## src/rtl/l2_mem_arbiter.sv

```systemverilog
// Arbitrates two L2 caches onto one RAM port, evictions before reads, one command in flight; strobes hold until mem_ready.
// Define L2ARB_ROUND_ROBIN_EN to swap fixed port-0 priority for last-served round robin.
module l2_mem_arbiter #(
    parameter int ADDR_W = 32,
    parameter int LINE_W = 128
) (
    input  logic              clk,
    input  logic              reset,
    input  logic [ADDR_W-1:0] snooper_addr_0,
    input  logic [ADDR_W-1:0] snooper_addr_1,
    input  logic              snooper_read_valid_0,
    input  logic              snooper_read_valid_1,
    input  logic              eviction_wren_0,
    input  logic              eviction_wren_1,
    input  logic [LINE_W-1:0] evictable_cacheline_0,
    input  logic [LINE_W-1:0] evictable_cacheline_1,
    output logic [LINE_W-1:0] updated_cacheline_0,
    output logic [LINE_W-1:0] updated_cacheline_1,
    output logic              cacheline_update_valid_0,
    output logic              cacheline_update_valid_1,
    output logic [ADDR_W-1:0] mem_addr,
    output logic [LINE_W-1:0] mem_wdata,
    output logic              mem_rden,
    output logic              mem_wren,
    input  logic              mem_ready,
    input  logic [LINE_W-1:0] mem_rdata,
    input  logic              mem_rdata_valid,
    output logic              overflow
);
    typedef enum logic [2:0] {
        S_IDLE,
        S_WR_ISSUE,
        S_RD_ISSUE,
        S_RD_WAIT,
        S_RESP
    } state_t;

    state_t            r_state;
    state_t            w_state_nxt;
    logic [1:0]        r_rd_vld;
    logic [1:0]        r_wr_vld;
    logic [ADDR_W-5:0] r_rd_addr [2];
    logic [ADDR_W-5:0] r_wr_addr [2];
    logic [LINE_W-1:0] r_wr_dat [2];
    logic [LINE_W-1:0] r_upd_dat [2];
    logic [1:0]        r_upd_vld;
    logic              r_owner;
    logic              r_mem_rden;
    logic              r_mem_wren;
    logic              r_overflow;
    logic [ADDR_W-1:0] r_mem_addr;
    logic [LINE_W-1:0] r_mem_wdata;
`ifdef L2ARB_ROUND_ROBIN_EN
    logic              r_last;
`endif

    logic [1:0]        w_rd_req;
    logic [1:0]        w_wr_req;
    logic [ADDR_W-5:0] w_req_addr [2];
    logic [LINE_W-1:0] w_req_dat [2];
    logic              w_wr_sel;
    logic              w_rd_sel;
    logic              w_wr_done;
    logic              w_rd_done;
    logic              w_unused_lsb;

    assign w_rd_req      = {snooper_read_valid_1, snooper_read_valid_0};
    assign w_wr_req      = {eviction_wren_1, eviction_wren_0};
    assign w_req_addr[0] = snooper_addr_0[ADDR_W-1:4];
    assign w_req_addr[1] = snooper_addr_1[ADDR_W-1:4];
    assign w_req_dat[0]  = evictable_cacheline_0;
    assign w_req_dat[1]  = evictable_cacheline_1;
    // Line offset bits carry no information: slots store line addresses only.
    assign w_unused_lsb  = ^{snooper_addr_0[3:0], snooper_addr_1[3:0]};

    always_comb begin
        w_state_nxt = r_state;
        w_wr_sel    = r_wr_vld[0] ? 1'b0 : 1'b1;
        w_rd_sel    = r_rd_vld[0] ? 1'b0 : 1'b1;
`ifdef L2ARB_ROUND_ROBIN_EN
        if (r_wr_vld == 2'b11) w_wr_sel = ~r_last;
        if (r_rd_vld == 2'b11) w_rd_sel = ~r_last;
`endif
        w_wr_done = (r_state == S_WR_ISSUE) && mem_ready;
        w_rd_done = (r_state == S_RD_WAIT) && mem_rdata_valid;
        case (r_state)
            S_IDLE: begin
                if (|r_wr_vld)      w_state_nxt = S_WR_ISSUE;
                else if (|r_rd_vld) w_state_nxt = S_RD_ISSUE;
            end
            S_WR_ISSUE: if (mem_ready)       w_state_nxt = S_IDLE;
            S_RD_ISSUE: if (mem_ready)       w_state_nxt = S_RD_WAIT;
            S_RD_WAIT:  if (mem_rdata_valid) w_state_nxt = S_RESP;
            S_RESP:                          w_state_nxt = S_IDLE;
            default:                         w_state_nxt = S_IDLE;
        endcase
    end

    always_ff @(posedge clk) begin
        if (reset) begin
            r_state     <= S_IDLE;
            r_rd_vld    <= '0;
            r_wr_vld    <= '0;
            r_upd_vld   <= '0;
            r_owner     <= 1'b0;
            r_mem_rden  <= 1'b0;
            r_mem_wren  <= 1'b0;
            r_overflow  <= 1'b0;
            r_mem_addr  <= '0;
            r_mem_wdata <= '0;
`ifdef L2ARB_ROUND_ROBIN_EN
            r_last      <= 1'b1;
`endif
            for (int i = 0; i < 2; i++) begin
                r_rd_addr[i] <= '0;
                r_wr_addr[i] <= '0;
                r_wr_dat[i]  <= '0;
                r_upd_dat[i] <= '0;
            end
        end else begin
            r_state    <= w_state_nxt;
            r_mem_wren <= (w_state_nxt == S_WR_ISSUE);
            r_mem_rden <= (w_state_nxt == S_RD_ISSUE);
            r_upd_vld  <= '0;

            if (r_state == S_IDLE) begin
                if (|r_wr_vld) begin
                    r_owner     <= w_wr_sel;
                    r_mem_addr  <= {r_wr_addr[w_wr_sel], 4'h0};
                    r_mem_wdata <= r_wr_dat[w_wr_sel];
                end else if (|r_rd_vld) begin
                    r_owner    <= w_rd_sel;
                    r_mem_addr <= {r_rd_addr[w_rd_sel], 4'h0};
                end
            end

            if (w_rd_done) begin
                r_upd_dat[r_owner] <= mem_rdata;
                r_upd_vld[r_owner] <= 1'b1;
            end
`ifdef L2ARB_ROUND_ROBIN_EN
            if (w_wr_done || w_rd_done) r_last <= r_owner;
`endif

            // A slot under service stays occupied until completion, so a same-edge pulse still overflows.
            for (int i = 0; i < 2; i++) begin
                if (w_wr_done && r_owner == 1'(i)) r_wr_vld[i] <= 1'b0;
                if (w_rd_done && r_owner == 1'(i)) r_rd_vld[i] <= 1'b0;
                if (w_rd_req[i]) begin
                    if (r_rd_vld[i]) begin
                        r_overflow <= 1'b1;
                    end else begin
                        r_rd_vld[i]  <= 1'b1;
                        r_rd_addr[i] <= w_req_addr[i];
                    end
                end
                if (w_wr_req[i]) begin
                    if (r_wr_vld[i]) begin
                        r_overflow <= 1'b1;
                    end else begin
                        r_wr_vld[i]  <= 1'b1;
                        r_wr_addr[i] <= w_req_addr[i];
                        r_wr_dat[i]  <= w_req_dat[i];
                    end
                end
            end
        end
    end

    assign updated_cacheline_0      = r_upd_dat[0];
    assign updated_cacheline_1      = r_upd_dat[1];
    assign cacheline_update_valid_0 = r_upd_vld[0];
    assign cacheline_update_valid_1 = r_upd_vld[1];
    assign mem_addr                 = r_mem_addr;
    assign mem_wdata                = r_mem_wdata;
    assign mem_rden                 = r_mem_rden;
    assign mem_wren                 = r_mem_wren;
    assign overflow                 = r_overflow;

endmodule

```

## config.mk

```make
export PLATFORM = sky130hd
export DESIGN_NAME = l2_mem_arbiter
export DESIGN_NICKNAME = d
export VERILOG_FILES = /design/src/rtl/l2_mem_arbiter.sv
export SDC_FILE = /design/constraint.sdc
export NUM_CORES = 1
export LEC_CHECK = 0
export CORE_AREA = 8 8 332 334
export DETAILED_ROUTE_END_ITERATION = 12
export DIE_AREA = 0 0 340 342
export GPL_TIMING_DRIVEN = 0
export HOLD_SLACK_MARGIN = 0.05
export PLACE_DENSITY = 0.65
export SLEW_MARGIN = 20
export SYNTH_ARGS = -nofsm -noshare
export SYNTH_HDL_FRONTEND = slang
export SYNTH_SLANG_ARGS = --single-unit
```

## constraint.sdc

```tcl
create_clock -name clk -period 7.84 [get_ports clk]
set_input_delay 1.568 -clock clk [delete_from_list [all_inputs] [get_ports clk]]
set_output_delay 1.568 -clock clk [all_outputs]
set_load 0.1 [all_outputs]
```

## Word-level counts from Yosys, hierarchy flattened

Memories as Yosys holds them, arrays and structs flattened. A register that Yosys moved wholly into a read port is not among the register bits.
Cells that the tools add are included.
W data, S select, Z words.

| operators by class | value |
|---|---|
| reductions and logical operators | 15 |
| muxes and demuxes | 62 |
| bitwise logic cells | 8 |
| equality and inequality tests | 5 |
| order comparisons | 2 |

Operators by type and width:

| cell | count |
|---|---|
| $mux W128 | 3 |
| $reduce_or A128 Y1 | 1 |
| $mux W28 | 4 |
| $mux W32 | 2 |
| $mux W1 | 46 |
| $mux W3 | 5 |
| $pmux W3 S4 | 1 |
| $eq A3 B2 Y1 const B | 3 |
| $logic_and A1 B1 Y1 | 7 |
| $eq A3 B1 Y1 const B | 2 |
| $or A1 B1 Y1 | 6 |
| $reduce_or A2 Y1 | 3 |
| $reduce_and A2 Y1 | 2 |
| $logic_not A3 Y1 | 1 |
| $lt A1 B2 Y1 const B | 1 |
| $not A1 Y1 | 2 |
| $reduce_bool A2 Y1 | 1 |
| $demux W1 S1 | 1 |
| $ge A1 B1 Y1 const B | 1 |

| storage, ports and cells | value |
|---|---|
| register bits after elaboration | 45 |
| memories kept | 4 |
| memory bits (writable) | 624 |

Memories:

| memory | words | width | rd ports | clocked after Yosys merged registers in | write ports | RTL line | RTL |
|---|---|---|---|---|---|---|---|
| r_upd_dat | 2 | 128 | 2 | 0 | 2 | 45 | `logic [LINE_W-1:0] r_upd_dat [2];` |
| r_wr_dat | 2 | 128 | 1 | 1 | 2 | 44 | `logic [LINE_W-1:0] r_wr_dat [2];` |
| r_rd_addr | 2 | 28 | 1 | 0 | 2 | 42 | `logic [ADDR_W-5:0] r_rd_addr [2];` |
| r_wr_addr | 2 | 28 | 1 | 0 | 2 | 43 | `logic [ADDR_W-5:0] r_wr_addr [2];` |

## Depth between registers and ports, before layout

| depth | value |
|---|---|
| word-level depth | 8 |
| depth in mapped cells | 6 |
| mapped depth without buffers | 3 |

## Least setup slack after synthesis

Ideal clock, no wire load.

| path | value |
|---|---|
| kind | input port to flip-flop |
| from | input port reset |
| to | memory r_wr_addr[0][0] (netlist bit), enable pin |
| arrival time | 6.138 ns |
| required time | 7.297 ns |
| slack | 1.159 ns |
| stages on the path | 4 |
| library setup time | 0.543 ns |
| path through | clkbuf_1 -> clkbuf_1 -> clkbuf_1 -> nand2b_1 |

RTL lines:

| what | RTL line | RTL |
|---|---|---|
| start, declared | 8 | `input logic reset,` |
| end, declared | 43 |  |

==> metrics.yaml <==
startpoint_type: "input pin"
cts.sinks: 793
r2r_slack_ps: 5130
p_int_mw: 8.19
initial_utilization_pct: 29.7
synth_edf_count: 624
critical_path_class: "input pin to flop"
drv_cap: 0
final_cell_area_mm2: 0.0446
cp_max_fo: 47
fill_cells: 9580
worstSetupStartpoint: "reset"
synthCells: 2149
clk_latency_ps: 660
grt_busiest_layer: "met2"
synth_fa_ha_area_share_pct: 0
grt_start_max_net_pins: 50
use_met3_pct: 6.81
grt_pass1_wl_um: 168000
fp.dieH_um: 342
combPwrFrac_pct: 24.6
min_period_ps: 4180
wirelength_um: 122000
die_w_um: 340
htree_num_levels: 3
grt_pass1_vias: 22368
endpoint: "r_wr_dat[0][55]"
timing.rr.start: "r_wr_vld[1]"
worstHoldStart: "mem_wdata[43]"
final_nets: 3574
grtUsageMet1_pct: 21.2
cts_tree: "yes"
yosysSeqAreaShare_pct: 71.3
synth-compound-area-share_pct: 7.55
p_sw_mw: 4.10
status: "finished, final reports clean"
post_cts_resized: 0
dp_hpwl_um: 94200
slew_viol_final: 0
p_per_area_mw_per_mm2: 275
fin_setup_tns_ps: 0
cts_setup_buffers: 0
cts_buffer_depth: 3
slew_headroom_pct: 21.7
numCtsBuffers: 86
area_growth_pct: 43.9
viasPerCell: 4.67
syn_avg_cell_area_um2: 14.4
gp_congestion: 0.846
yosys.area_share.simple_pct: 13.5
leakage_nw: 16.3
synth-async-reset-ratio_pct: 0
wl_per_cell_um: 26.5
seqPwrFrac_pct: 41.4
synth_top_family_by_area: "simple AND/OR/NAND/NOR gates"
ys_warn_count: 0
cp.required_ps: 8160
fin_worst_skew_ps: 31.7
synth.ff_latch_count: 793
grt_usage_pct: 20.0
synthMuxAreaShare_pct: 5.14
worst-r2r-cell-count: 6
worstMarginPinSlew_ps: 1170
overflow: 0
vdd_drop_max_mv: 0.175
fmaxAchievable_mhz: 239
rsz0062_at_grt: "no"
vias: 21439
ctsHoldBuffers: 0
synth_flop_cell: "edfxtp_1"
syn_area_mm2: 0.0310
dr.pass1.iters: 7
p_clk_share_pct: 34.0
hold_viol: 0
drt_iter0_drc: 1699
hp-class: "flop to flop"
use_met2_pct: 37.1
power.share.switching_pct: 33.4
critPathCaptureType: "flop"
path_clk_slew_ps: 60
detail-route-antenna-nets: 0
portBuffers: 863
antenna_found_initial: 27
core_area_mm2: 0.105
drive_gt1_share_pct: 9.37
synth_top_cell_area_share_pct: 60.4
synth_area_leaders: "edfxtp_1 (60%), and2_1 (13%), dfxtp_1 (11%)"
synth_xor_area_share_pct: 0
root_buffer: "clkbuf_16"
die_area_mm2: 0.116
crit_arrival_ps: 4500
period_share_pct: 53.3
setup_viol: 0
num_rows: 119
synth_area_leader_cell: "edfxtp_1"
detailed_place.area_mm2: 0.0417
drc: 0
reg2reg_to: "r_wr_dat[1][68]"
ios: 877
synth_cell_types: 37
[cell usage in the layout, fill, tap and decap left out, drive strengths merged, types with 28 or more instances in the layout]
cell and instances:
clkdlybuf4s50 844, and2 625, edfxtp 624, clkbuf 207
dfxtp 169, a21oi 163, a211oi 158, mux2i 128
buf 104, clkinv 36, a222oi 29, mux2 28
[area by class of cell]
type | count | area [um^2] | area share [%]
Sequential cell | 793 | 22100 | 49.5
Timing Repair Buffer | 878 | 8900 | 19.9
Clock inverter | 55 | 622 | 1.39
Tap cell | 1391 | 1740 | 3.90
Inverter | 2 | 7.51 | 0.0168
Buffer | 172 | 781 | 1.75
Multi-Input combinational cell | 1185 | 8170 | 18.3
Antenna cell | 12 | 30.0 | 0.0673
Clock buffer | 105 | 2280 | 5.11
[how the worst min path moves through the flow]
stage | to | slack (ps) | depth (start not counted)
after floorplan | r_owner | 500 | 2
after global placement | mem_wdata[40] | 500 | 2
after detailed placement | mem_wdata[71] | 510 | 2
after CTS | mem_wdata[61] | 520 | 2
after global routing | mem_wdata[41] | 530 | 2
final | mem_wdata[43] | 520 | 2
[cells by family after synthesis]
kind of cell	after synthesis
buffers and inverters	174
AOI/OAI and AO/OA	357
and+or+nand+nor	668
other	1
muxes	156
DFF	793
[per-layer routing]
layer	up-vias	part of all wire (%)
li1	9814	-
met1	10558	35
met2	893	53
met3	160	8.8
met4	14	3.0
met5	-	0.076
[flip-flops by register name, summed over array words and instances, names as in the netlist]
name       count
mem_addr      28
overflow       1
r_upd_vld      2
mem_wdata    128
r_owner        1
r_wr_vld       2
mem_wren       1
r_wr_dat     256
r_state        3
r_wr_addr     56
r_upd_dat    256
mem_rden       1
r_rd_vld       2
r_rd_addr     56
[critical path, cell delays in order]
cell and delay (ps):
clkbuf_1 280, clkbuf_2 520, clkbuf_1 490, nand2b_4 600
buf_16 320, buf_16 280, buf_16 270
[cell usage after synthesis, types with 4 or more instances]
master,instances
buf_4,5
clkbuf_1,80
a222oi_1,29
nor4_1,4
buf_2,63
or2_2,4
edfxtp_1,624
nor2b_1,4
nand2b_1,8
mux2i_1,128
dfxtp_1,169
mux2_2,28
and2_1,625
a211oi_1,158
nor2_1,10
clkbuf_2,22
a21oi_1,162
[power groups by stage]
stage / Sequential [mW] / Combinational, mW / Clock, mW
6_report: 5.09 / 3.03 / 4.18
5_1_grt: 5.12 / 3.15 / 4.43
4_1_cts: 5.09 / 3.06 / 4.26
3_5_place_dp: 5.17 / 3.05 / 0
3_3_place_gp: 5.20 / 3.02 / 0
2_1_floorplan: 6.51 / 0.643 / 0
[stage by stage]
step	instances	power (mW)	hold WS, ps	util [%]	worst slack [ps]
floorplan	2152	7.15	496	-	1160
global placement	4406	8.22	503	39.6	-2870
detailed placement	4421	8.22	510	39.9	2960
CTS	4581	12.4	519	42.6	3680
global route	4584	12.7	527	42.6	3540
finish	4593	12.3	516	42.7	3660
Power figures use the tool's default switching activity.
